--- config.mk ---
export PLATFORM = sky130hd
export DESIGN_NAME = fpaddsub_norm_shift_stage
export DESIGN_NICKNAME = d
export VERILOG_FILES = /design/src/rtl/fpaddsub_norm_shift_stage.sv
export SDC_FILE = /design/constraint.sdc
export NUM_CORES = 1
export LEC_CHECK = 0
export BUFFER_PORTS_ARGS = -buffer_cell sky130_fd_sc_hd__buf_2
export CAP_MARGIN = 20
export CORE_MARGIN = 2
export CORE_UTILIZATION = 55
export CTS_CLUSTER_DIAMETER = 60
export DETAILED_ROUTE_END_ITERATION = 7
export PLACE_DENSITY = 0.76
export SLEW_MARGIN = 20
export SYNTH_ARGS = -nofsm -noshare
export SYNTH_HDL_FRONTEND = slang
export SYNTH_SLANG_ARGS = --single-unit
--- constraint.sdc ---
create_clock -name clk -period 5 [get_ports clk]
set_clock_uncertainty 0.1 [all_clocks]
set_input_delay 0.25 -clock clk [delete_from_list [all_inputs] [get_ports clk]]
set_output_delay 0.25 -clock clk [all_outputs]
set_load 0.02 [all_outputs]
--- src/rtl/fpaddsub_norm_shift_stage.sv ---
`default_nettype none
// ============================================================================
// Module  : fpaddsub_norm_shift_stage
// Brief   : FP add/sub normalisation stage. Left-shifts the mantissa sum by its
//           leading-nought count, adjusts the exponent, flags zero/underflow.
//           Two registered stages with valid/ready on both sides.
//           Macro FPADDSUB_NORM_FTZ_EN selects flush-to-zero on underflow;
//           when undefined, underflow is gradual (denormal result).
// Rev     : 1.0  initial release
// ============================================================================
module fpaddsub_norm_shift_stage #(
  parameter int MANT_W = 26,
  parameter int EXP_W  = 8,
  parameter int LNC_W  = 5
) (
  input  logic              clk,
  input  logic              rst,
  input  logic              in_valid,
  output logic              in_ready,
  input  logic [MANT_W-1:0] in_mant,
  input  logic [LNC_W-1:0]  in_lnc,
  input  logic [EXP_W-1:0]  in_exp,
  input  logic              in_sign,
  output logic              out_valid,
  input  logic              out_ready,
  output logic [MANT_W-1:0] out_mant,
  output logic [EXP_W-1:0]  out_exp,
  output logic              out_sign,
  output logic              out_zero,
  output logic              out_uf
);

  localparam logic [LNC_W-1:0] c_lnc_max = LNC_W'(MANT_W);

  logic              r_s1_valid;
  logic [MANT_W-1:0] r_s1_mant;
  logic [LNC_W-1:0]  r_s1_lnc;
  logic [EXP_W-1:0]  r_s1_exp;
  logic              r_s1_sign;

  logic              r_s2_valid;
  logic [MANT_W-1:0] r_s2_mant;
  logic [EXP_W-1:0]  r_s2_exp;
  logic              r_s2_sign;
  logic              r_s2_zero;
  logic              r_s2_uf;

  logic              w_adv1;
  logic              w_adv2;
  logic [LNC_W-1:0]  w_lnc_sat;
  logic [EXP_W:0]    w_exp_ext;
  logic [EXP_W:0]    w_lnc_ext;
  logic              w_is_zero;
  logic              w_is_normal;
  logic [MANT_W-1:0] w_uf_mant;
  logic              w_uf_zero;
  logic              w_uf_flag;
  logic [MANT_W-1:0] w_mant;
  logic [EXP_W-1:0]  w_exp;
  logic              w_sign;
  logic              w_zero;
  logic              w_uf;

  assign w_adv2   = !r_s2_valid || out_ready;
  assign w_adv1   = !r_s1_valid || w_adv2;
  assign in_ready = w_adv1;

  // Counts beyond the word width mean the same thing as an all-zero sum.
  assign w_lnc_sat   = (r_s1_lnc > c_lnc_max) ? c_lnc_max : r_s1_lnc;
  assign w_exp_ext   = {1'b0, r_s1_exp};
  assign w_lnc_ext   = (EXP_W+1)'(w_lnc_sat);
  assign w_is_zero   = (w_lnc_sat == c_lnc_max);
  assign w_is_normal = (w_exp_ext > w_lnc_ext);

`ifdef FPADDSUB_NORM_FTZ_EN
  assign w_uf_mant = '0;
  assign w_uf_zero = 1'b1;
  assign w_uf_flag = 1'b1;
`else
  // Denormal: shift only as far as the exponent allows, exponent pinned at 0.
  logic [EXP_W-1:0] w_uf_shamt;
  assign w_uf_shamt = (r_s1_exp == '0) ? '0 : (r_s1_exp - EXP_W'(1));
  assign w_uf_mant  = r_s1_mant << w_uf_shamt;
  assign w_uf_zero  = 1'b0;
  assign w_uf_flag  = !w_uf_mant[MANT_W-1];
`endif

  always_comb begin
    w_mant = '0;
    w_exp  = '0;
    w_sign = 1'b0;
    w_zero = 1'b0;
    w_uf   = 1'b0;
    if (w_is_zero) begin
      w_zero = 1'b1;
    end else if (w_is_normal) begin
      w_mant = r_s1_mant << w_lnc_sat;
      w_exp  = r_s1_exp - EXP_W'(w_lnc_sat);
      w_sign = r_s1_sign;
    end else begin
      w_mant = w_uf_mant;
      w_sign = r_s1_sign;
      w_zero = w_uf_zero;
      w_uf   = w_uf_flag;
    end
  end

  always_ff @(posedge clk) begin
    if (rst) begin
      r_s1_valid <= 1'b0;
      r_s1_mant  <= '0;
      r_s1_lnc   <= '0;
      r_s1_exp   <= '0;
      r_s1_sign  <= 1'b0;
      r_s2_valid <= 1'b0;
      r_s2_mant  <= '0;
      r_s2_exp   <= '0;
      r_s2_sign  <= 1'b0;
      r_s2_zero  <= 1'b0;
      r_s2_uf    <= 1'b0;
    end else begin
      if (w_adv1) begin
        r_s1_valid <= in_valid;
        if (in_valid) begin
          r_s1_mant <= in_mant;
          r_s1_lnc  <= in_lnc;
          r_s1_exp  <= in_exp;
          r_s1_sign <= in_sign;
        end
      end
      if (w_adv2) begin
        r_s2_valid <= r_s1_valid;
        if (r_s1_valid) begin
          r_s2_mant <= w_mant;
          r_s2_exp  <= w_exp;
          r_s2_sign <= w_sign;
          r_s2_zero <= w_zero;
          r_s2_uf   <= w_uf;
        end
      end
    end
  end

  assign out_valid = r_s2_valid;
  assign out_mant  = r_s2_mant;
  assign out_exp   = r_s2_exp;
  assign out_sign  = r_s2_sign;
  assign out_zero  = r_s2_zero;
  assign out_uf    = r_s2_uf;

endmodule
`default_nettype wire

==> qor.csv <==
stage;metric;value;unit
logic_synthesis;post-synth top area share;0.234;
logic_synthesis;fraction of the mapped netlist area in simple logic gates;0.227;
logic_synthesis;post-synthesis compound-gate area fraction;0.353;
logic_synthesis;Seq cells post-synth;79;
pwr;peak supply drop;0.243;mV
job;MaxCap Viol Count;0;
logic_synthesis;sequential area share after synthesis;0.234;
drt;Remaining DRCs;0;
critical_path;crit path launch type;register;
logic_synthesis;Syn Inst Count;947;
global_routing;largest net degree at the start of global routing;82;
logic_synthesis;post-synth net total;999;
sta;RSZ-0062 raised after global routing;no;
clocking;Root Buffer;clkbuf_16;
placement;GP Congestion;1.04;
drt;average wire per standard cell;23.2;um
critical_path;crit-path max FO;16;
die;Core Rows;40;
logic_synthesis;Post-synth EDFFs;0;
finish;multi-input logic area;4680;um2
drt;Pre-antenna DRT Iters;7;
drt;routed vias/inst;7.02;
critical_path;critical path arrival;4.45;ns
logic_synthesis;largest family of logic cells by synthesized area;compound AO/OA/AOI/OAI gates;
finish;number of diodes;0;
drt;WL final;25800;um
logic_synthesis;adder-cell area share of the yosys netlist;0.0159;
finish;final net count;1013;
pwr;Pwr Density;315;nW/um2
die;Core ar.;12000;um2
outcome;run status;complete, no violations;
placement;worst slack, placed;0.802;ns
sta;Slew Viols, Final;0;
finish;non-filler instance count after layout;1113;
clocking;Clk pin slew, worst setup/hold paths;0.07;ns
sta;Slew @ Worst Pin;1.17;ns
logic_synthesis;mux share of post-synthesis cell area;0.0904;
logic_synthesis;ys flop type;dfxtp_1;
sta;Setup-failing EPs final;0;
die;Vert. Die Dim;115;um
sta;period utilization;0.854;
finish;Fill cells;1148;
global_routing;GRT Residual Overflow;0;
global_routing;first-pass GRT wire length;40000;um
clocking;H-tree Lvls;3;
clocking;Clock Sinks;79;
global_routing;initial antenna violation count;0;
logic_synthesis;Cell Area, Synth;6760;um2
die;die area;13200;um2
pwr;Pwr Total;2.34;mW
clocking;Skew-Pair Late Insertion Delay;0.36;ns
sta;setup TNS;0;ns
global_routing;vias in the first global route;6940;
critical_path;worst setup path class;register to register;
clocking;clk buf depth;2;
hold_path;Hold Path Class;primary input to register;
critical_path;crit path capture type;register;
logic_synthesis;Synth Area in XOR/XNOR;0.00519;
sta;final setup margin;0.728;ns
drt;DR iter-0 viols;1088;
placement;number of port buffers;82;
placement;DP HPWL;18500;um
drt;Final ANT Viol Nets;0;
pwr;leakage power;2.80;nW
logic_synthesis;Synth Warn #;0;
sta;fmax;0.234;GHz
critical_path;WP data required;5.18;ns
global_routing;gr usage total;0.393;
sta;fin crit period;4.27;ns
finish;layout cells sized above 1;0.161;
finish;register area;1580;um2
sta;final hold vios;0;
placement;DP Cell Count;1097;
clocking;Hold-fix buffers, CTS;0;
sta;slew margin rel.;0.212;
die;I/O pin cnt;83;
clocking;CTS tree;yes;
die;die width;115;um
drt;Via Count;7808;
clocking;post-CTS setup buffers;0;
logic_synthesis;library cells used by synthesis;77;
logic_synthesis;top cells by area, synth;dfxtp_1 23%, nand2_1 9.0%, a21oi_1 6.9%;
finish;Synth-to-Final Area Change;9.81;%
clocking;CTS-repair resized insts;0;
logic_synthesis;post-synth top area cell;dfxtp_1;
die;initial core utilization;0.562;
clocking;Num CTS Buffers;9;
logic_synthesis;mean instance size in the synthesized netlist;7.13;um2
logic_synthesis;ys async rst share;0;
[layout make-up]
type,count,area share
Clock buffer,11,0.0341
Clock inverter,5,0.00843
Inverter,17,0.00860
Multi-Input combinational cell,748,0.631
Sequential cell,79,0.213
Tap cell,147,0.0248
Timing Repair Buffer,106,0.0796
[state kept, by name, indices dropped and copies added (netlist names)]
name        count
out_valid       1
out_uf          1
r_s1_valid      1
out_exp         8
r_s1_exp        8
r_s1_lnc        5
r_s1_mant      26
r_s1_sign       1
out_sign        1
out_zero        1
out_mant       26
[logic make-up (layout without fill, tap and decap cells)]
logic type	after synthesis	in the layout
buf+inv	120	139
compound gates	346	346
mux	51	51
simple gates	339	339
flops	79	79
fa+ha+maj	8	8
xor+xnor	4	4
[per-layer routing]
layer,vias up,share of wire,routed length (um),track usage
li1,3580,-,-,-
met1,3569,0.41,10500,0.538
met2,559,0.43,11100,0.601
met3,100,0.12,2980,0.0749
met4,0,0.048,1250,0.177
met5,-,0,0,0
[cell usage after synthesis (all sizes together), types with 7 or more instances]
cell / number
nor2: 62
o211ai: 14
nand2: 162
buf: 25
mux4: 7
a21boi: 14
clkbuf: 78
a22oi: 13
inv: 15
a211oi: 17
a221oi: 19
nand3: 26
a32oi: 8
ha: 7
dfxtp: 79
o22ai: 12
o21ai: 62
mux2: 10
a2111oi: 7
mux2i: 34
a31oi: 12
a21oi: 93
nand2b: 8
nand4: 7
a32o: 8
nor3: 31
or3: 7
and3: 7
[per-stage QoR]
stage,area [um2],hold slack (ns),utilization
6_report,7420,0.0217,0.618
5_1_grt,7420,0.0349,0.618
4_1_cts,7420,0.0250,0.618
3_5_place_dp,7100,0.342,0.591
3_3_place_gp,7100,0.334,0.591
2_1_floorplan,6760,0.267,-
[where the power goes]
group / leakage (nW) / internal (mW) / total [mW] / switching [mW]
clock network: 0.149 / 0.418 / 0.716 / 0.298
logic: 2.00 / 0.302 / 0.878 / 0.576
registers: 0.647 / 0.671 / 0.746 / 0.0753
[cells in the final DEF (no fill, tap or decap), drive strengths merged, types with 5 or more instances in the layout]
cell type  Yosys  layout
nor2          62      62
a32o           8       8
mux2          10      10
o21a           6       6
nand3         26      26
nor3b          5       5
a221o          6       6
or3            7       7
o211ai        14      14
o31ai          5       5
mux2i         34      34
nand4          7       7
o22ai         12      12
and3           7       7
a211oi        17      17
buf           25     106
a32oi          8       8
a31oi         12      12
a2111oi        7       7
a221oi        19      19
nand2        162     162
nand2b         8       8
clkbuf        78      11
a21boi        14      14
o311ai         5       5
dfxtp         79      79
inv           15      17
o21ai         62      62
o32ai          5       5
mux4           7       7
a21oi         93      93
ha             7       7
nor2b          6       6
nor3          31      31
a22oi         13      13
[worst max-delay path, cell delays in order (launching register included)]
cell	delay (ns)
dfxtp_1	0.48
o211ai_1	0.29
nand2_1	0.08
buf_4	0.21
inv_1	0.14
ha_1	0.19
inv_1	0.06
fa_1	0.45
a211o_1	0.33
a21oi_1	0.14
buf_4	0.14
o21a_1	0.33
nand2_1	0.36
nor3_1	0.48
o21ai_0	0.17
o31ai_1	0.25
[worst paths after layout]
kind                             startpoint       endpoint  slack, ns  cells past startpoint
worst max-delay path            r_s1_lnc[2]   out_mant[24]       0.73                     15
worst min-delay path            in_mant[22]  r_s1_mant[22]       0.02                      3
worst max register to register  r_s1_lnc[2]   out_mant[24]       0.73                     15
worst min register to register  out_mant[7]    out_mant[7]       0.35                      2
Note: power is estimated with default switching activity, not from simulation.
